**src/rtl/ac97_codec_sequencer.sv**
```systemverilog
// AC'97 codec bring-up sequencer: holds codec reset, waits for codec ready,
// programs the default mixer/rate registers, then forwards CPU register writes.
module ac97_codec_sequencer #(
    parameter int unsigned RESET_HOLD_CYCLES    = 5000,
    parameter int unsigned READY_TIMEOUT_CYCLES = 50000
) (
    input  logic        clk,
    input  logic        rst_b,
    input  logic        codec_ready,
    input  logic        reinit,
    input  logic        cpu_cmd_valid,
    input  logic [6:0]  cpu_cmd_addr,
    input  logic [15:0] cpu_cmd_data,
    output logic        cpu_cmd_ready,
    output logic        cmd_valid,
    output logic [6:0]  cmd_addr,
    output logic [15:0] cmd_data,
    input  logic        cmd_ready,
    output logic        reset_b,
    output logic        init_done,
    output logic        init_error
);

    localparam int unsigned MAX_CYCLES = (RESET_HOLD_CYCLES > READY_TIMEOUT_CYCLES) ?
                                         RESET_HOLD_CYCLES : READY_TIMEOUT_CYCLES;
    localparam int unsigned CNT_W      = (MAX_CYCLES < 1) ? 1 : $clog2(MAX_CYCLES + 1);
    localparam logic [CNT_W-1:0] HOLD_LAST = CNT_W'(RESET_HOLD_CYCLES - 1);
    localparam logic [CNT_W-1:0] WAIT_LAST = CNT_W'(READY_TIMEOUT_CYCLES - 1);

    localparam logic [2:0] S_HOLD       = 3'd0;
    localparam logic [2:0] S_WAIT_READY = 3'd1;
    localparam logic [2:0] S_INIT       = 3'd2;
    localparam logic [2:0] S_RUN        = 3'd3;
    localparam logic [2:0] S_ERROR      = 3'd4;

    logic [2:0]       r_state;
    logic [CNT_W-1:0] r_cnt;
    logic [1:0]       r_idx;
    logic             r_reinit_pend;
    logic             r_reset_b;
    logic             r_cmd_valid;
    logic [6:0]       r_cmd_addr;
    logic [15:0]      r_cmd_data;
    logic             r_cpu_cmd_ready;
    logic             r_init_done;
    logic             r_init_error;

    logic             w_xfer;
    logic             w_cpu_accept;
    logic             w_reinit_req;
    logic             w_go_hold;
    logic [1:0]       w_idx_next;
    logic [22:0]      w_init_first;
    logic [22:0]      w_init_next;

    // Default register image written during bring-up, {addr, data}.
    function automatic logic [22:0] init_word(input logic [1:0] idx);
        case (idx)
            2'd0:    init_word = {7'h02, 16'h0000};
            2'd1:    init_word = {7'h18, 16'h0808};
            2'd2:    init_word = {7'h2A, 16'h0001};
            default: init_word = {7'h2C, 16'hBB80};
        endcase
    endfunction

    assign w_xfer       = r_cmd_valid & cmd_ready;
    assign w_cpu_accept = r_cpu_cmd_ready & cpu_cmd_valid;
    assign w_reinit_req = reinit | r_reinit_pend;
    assign w_idx_next   = r_idx + 2'd1;
    assign w_init_first = init_word(2'd0);
    assign w_init_next  = init_word(w_idx_next);

    // A reinit arriving together with a CPU acceptance is deferred behind that
    // write so an accepted command is never silently discarded.
    always_comb begin
        w_go_hold = 1'b0;
        case (r_state)
            S_RUN:   w_go_hold = r_cmd_valid ? (w_xfer & w_reinit_req) : (reinit & ~w_cpu_accept);
            S_ERROR: w_go_hold = reinit;
            S_HOLD, S_WAIT_READY, S_INIT: w_go_hold = 1'b0;
            default: w_go_hold = 1'b1;
        endcase
    end

    always_ff @(posedge clk) begin
        if (!rst_b) begin
            r_state         <= S_HOLD;
            r_cnt           <= '0;
            r_idx           <= '0;
            r_reinit_pend   <= 1'b0;
            r_reset_b       <= 1'b0;
            r_cmd_valid     <= 1'b0;
            r_cmd_addr      <= '0;
            r_cmd_data      <= '0;
            r_cpu_cmd_ready <= 1'b0;
            r_init_done     <= 1'b0;
            r_init_error    <= 1'b0;
        end else begin
            case (r_state)
                S_HOLD: begin
                    if (r_cnt == HOLD_LAST) begin
                        r_state   <= S_WAIT_READY;
                        r_cnt     <= '0;
                        r_reset_b <= 1'b1;
                    end else begin
                        r_cnt <= r_cnt + 1'b1;
                    end
                end
                S_WAIT_READY: begin
                    if (codec_ready) begin
                        r_state     <= S_INIT;
                        r_cnt       <= '0;
                        r_idx       <= '0;
                        r_cmd_valid <= 1'b1;
                        {r_cmd_addr, r_cmd_data} <= w_init_first;
                    end else if (r_cnt == WAIT_LAST) begin
                        r_state      <= S_ERROR;
                        r_cnt        <= '0;
                        r_init_error <= 1'b1;
                    end else begin
                        r_cnt <= r_cnt + 1'b1;
                    end
                end
                S_INIT: begin
                    if (w_xfer) begin
                        if (r_idx == 2'd3) begin
                            r_state         <= S_RUN;
                            r_cmd_valid     <= 1'b0;
                            r_cpu_cmd_ready <= 1'b1;
                            r_init_done     <= 1'b1;
                        end else begin
                            r_idx <= w_idx_next;
                            {r_cmd_addr, r_cmd_data} <= w_init_next;
                        end
                    end
                end
                S_RUN: begin
                    if (r_cmd_valid) begin
                        if (w_xfer) begin
                            r_cmd_valid     <= 1'b0;
                            r_cpu_cmd_ready <= 1'b1;
                        end else if (reinit) begin
                            r_reinit_pend <= 1'b1;
                        end
                    end else if (w_cpu_accept) begin
                        r_cmd_valid     <= 1'b1;
                        r_cmd_addr      <= cpu_cmd_addr;
                        r_cmd_data      <= cpu_cmd_data;
                        r_cpu_cmd_ready <= 1'b0;
                        if (reinit) begin
                            r_reinit_pend <= 1'b1;
                        end
                    end
                end
                default: ;
            endcase

            if (w_go_hold) begin
                r_state         <= S_HOLD;
                r_cnt           <= '0;
                r_idx           <= '0;
                r_reinit_pend   <= 1'b0;
                r_reset_b       <= 1'b0;
                r_cmd_valid     <= 1'b0;
                r_cpu_cmd_ready <= 1'b0;
                r_init_done     <= 1'b0;
                r_init_error    <= 1'b0;
            end
        end
    end

    assign cpu_cmd_ready = r_cpu_cmd_ready;
    assign cmd_valid     = r_cmd_valid;
    assign cmd_addr      = r_cmd_addr;
    assign cmd_data      = r_cmd_data;
    assign reset_b       = r_reset_b;
    assign init_done     = r_init_done;
    assign init_error    = r_init_error;

endmodule

```
**config.mk**
```make
export PLATFORM = sky130hd
export DESIGN_NAME = ac97_codec_sequencer
export DESIGN_NICKNAME = d
export VERILOG_FILES = /design/src/rtl/ac97_codec_sequencer.sv
export SDC_FILE = /design/constraint.sdc
export NUM_CORES = 1
export LEC_CHECK = 0
export CORE_ASPECT_RATIO = 1.2
export CORE_MARGIN = 2
export CORE_UTILIZATION = 35
export CTS_CLUSTER_DIAMETER = 30
export DETAILED_ROUTE_END_ITERATION = 6
export GPL_TIMING_DRIVEN = 0
export HOLD_SLACK_MARGIN = 0.03
export PLACE_DENSITY = 0.64
export SLEW_MARGIN = 10
export SYNTH_ARGS = -nofsm -noshare
export SYNTH_HDL_FRONTEND = slang
export SYNTH_SLANG_ARGS = --single-unit
```
**constraint.sdc**
```tcl
create_clock -name clk -period 1.9 [get_ports clk]
set_clock_uncertainty 0.05 [all_clocks]
set_input_delay 0.38 -clock clk [delete_from_list [all_inputs] [get_ports clk]]
set_output_delay 0.38 -clock clk [all_outputs]
set_load 0.02 [all_outputs]
```
==> impl_metrics.toml <==
[worst_setup_path]
worst_path_largest_cell_delay_ns = 0.40
crit_required_ns = 2.05
crit_fanout = 5
crit_family = "simple AND/OR/NAND/NOR gates"
endpoint_kind = "flip-flop"
path_cells = "ha_4 > nand4bb_4 > nor4_4 > nor3_2 > o31ai_4 > buf_6 > nor2_1"
crit_slowest_cell = "dfxtp_4"
crit_arrival_ns = 1.97
r2r_cells = 7
cp.depth = 7
cp-start-kind = "flip-flop"
path_buf_inv = 1
crit_type = "flip-flop to flip-flop"

[floorplanning]
fp.dieW_um = 79.9
dieArea_um2 = 7590
rows = 33
initial_utilization_pct = 35.7
core-area_um2 = 6770
ios = 57
die_h_um = 95.1

[synth]
synth-seq-cells = 50
synth_seq_area_share_pct = 41.4
syn-cell-area_um2 = 2420
ys_warn_count = 0
synth.largest_area_cell = "dfxtp_1"
ys.flop_type = "dfxtp_1"
async_flop_share_pct = 0
synth_area_leaders = "dfxtp_1, nor2_1, nand2_1"
synth_top_area_share_pct = 41.4
avgSynthCellArea_um2 = 8.70
synthCells = 278
synth_commonest_cells = "dfxtp_1, nor2_1, nand2_1"
synth_edf_count = 0
synth.distinct_cells = 53
yosysMostFrequentCell = "dfxtp_1"
syn_nets = 312

[drt]
postRouteAntennaNets = 0
drt_iter0_drc = 103
num_vias = 2267
drc_errors = 0
firstDrtPassIters = 4
wl_per_cell_um = 14.5
routed_via_density = 5.18
wirelength_um = 6340

[grt]
grt_pass1_wl_um = 10300
met3_usage_pct = 3.22
grt.total_usage_pct = 16.9
grt_pass1_vias = 2149
grt_overflow = 0
grt-busiest-layer = "met2"
grt_util_met2_pct = 30.4
grt_max_degree = 17
antenna_found_initial = 0
use_met1_pct = 20.3

[final_layout]
multiInputGateArea_um2 = 1400
nets = 384
area_growth_syn_to_layout_pct = 40.5
fin_util_pct = 50.2
drive_gt1_share_pct = 18.2
diodes = 0
regArea_um2 = 1020
fill_cells = 648

[clock_network]
root_buffer = "clkbuf_8"
cts_tree = "done"
cts_buffers = 5
cts-hold-fix-buffers = 0
clkLatencyLatePin_ns = 0.31
path_clk_slew_ns = 0.09
h-tree-depth = 2
clock-sinks = 50
clockBufferDepth = 2

[pwr]
p_per_area_nw_per_um2 = 531
irDropWorstVdd_mv = 0.310
leakage_nw = 1.20

[timing]
slew_headroom_pct = 66.5
rsz0062_at_grt = "true"
final.period_utilization_pct = 95.9
hold_viol_final = 0
tightestPinTransition_ns = 0.503
finalSetupViolCount = 0
slew_violations = 0
fmax_ghz = 0.549
fin_crit_ns = 1.82
setup_tns_ns = 0

[placement]
gp_congestion = 0.824
port_buffers = 55
dp_hpwl_um = 4490

[status]
status = "complete, no violations"

[worst_hold_path]
min_path_type = "flip-flop to flip-flop"
min_path_cells = 2

[job]
drv_cap = 0
power by group:
part	internal, W	switching [W]	total [W]	leakage (nW)
Sequential	0.00105	0.0000114	0.00106	0.409
Combinational	0.0000706	0.0000472	0.000118	0.745
Clock	0.000259	0.000363	0.000623	0.0441
Total	0.00138	0.000422	0.00180	1.20
registers in the layout, indices dropped and copies added (netlist names):
signal         flops
cmd_data          16
r_idx              2
r_state            3
cmd_valid          1
r_cnt             16
cpu_cmd_ready      1
init_done          1
r_reinit_pend      1
cmd_addr           7
reset_b            1
init_error         1
cells by family (layout without fill, tap and decap cells):
kind of cell / count (synthesis) / count (layout) / synth area share (%)
buffers and inverters: 23 / 96 / 4.04
DFF: 50 / 50 / 41.4
muxes: 4 / 4 / 1.81
and+or+nand+nor: 126 / 126 / 28.0
xor gates and xnor gates: 12 / 12 / 4.35
adders and majority gates: 5 / 5 / 2.59
AOI/OAI and AO/OA: 58 / 58 / 17.8
cell type report:
type	count	share of cell area, %
inverters	8	0.884
well taps	87	3.20
multi-input cells	205	41.2
repair buffers	65	19.1
clock inverters	3	0.626
clock buffers	5	2.03
plain buffers	15	2.87
flip-flops and latches	50	30.0
stage by stage:
step | setup WS, ns | instance area (um2) | hold slack [ns] | instances | power (W)
2_1_floorplan | 0.106 | 2420 | 0.387 | 278 | 0.00112
4_1_cts | 0.00286 | 3240 | 0.404 | 431 | 0.00182
5_1_grt | -0.00242 | 3400 | 0.427 | 438 | 0.00188
3_5_place_dp | -0.585 | 3080 | 0.390 | 420 | 0.00119
3_3_place_gp | -0.599 | 3080 | 0.388 | 420 | 0.00119
6_report | 0.0773 | 3400 | 0.399 | 438 | 0.00180
worst reg2reg max path, delay by kind of cell, from the launching register on:
family | cells | cell delay, ns
buffers and inverters | 1 | 0.18
and+or+nand+nor | 4 | 0.60
DFF | 1 | 0.40
AOI/OAI and AO/OA | 1 | 0.32
adders and majority gates | 1 | 0.17
path summary, 6_finish.rpt:
path                    start          end  slack [ns]
hold / removal    cmd_data[1]  cmd_data[1]        0.40
setup / recovery     r_cnt[0]     r_cnt[6]        0.08
setup reg to reg     r_cnt[0]     r_cnt[6]        0.08
hold reg to reg   cmd_data[1]  cmd_data[1]        0.40
timing repair:
| action | in CTS | in global routing |
|---|---|---|
| cloned | 0 | 1 |
| setup endpoints to repair | 44 | 49 |
| pin swaps | 3 | 5 |
| buffers inserted | 3 | 6 |
| gates resized for setup | 12 | 37 |
metal layers:
layer,wire [um],vias up
met4,106,0
li1,-,1149
met3,295,11
met1,2830,1039
met2,3120,68
met5,0,-
layout by cell type, fill, tap and decap left out, types with 3 or more instances in the layout:
cell type,n
nand2_1,27
nand4_1,13
ha_1,4
xor2_1,3
dfxtp_4,3
xnor2_1,9
nand3_1,11
buf_6,7
o211a_1,3
clkbuf_1,6
clkbuf_8,5
nor2_1,30
mux2_2,3
nor2_2,3
dfxtp_2,7
clkdlybuf4s50_1,53
and3_1,8
o21ai_1,13
buf_4,6
nor3_1,6
o21ai_0,4
a21oi_1,14
o221a_1,5
o221a_2,3
inv_1,8
dfxtp_1,40
(Power assumes the default switching activity.)
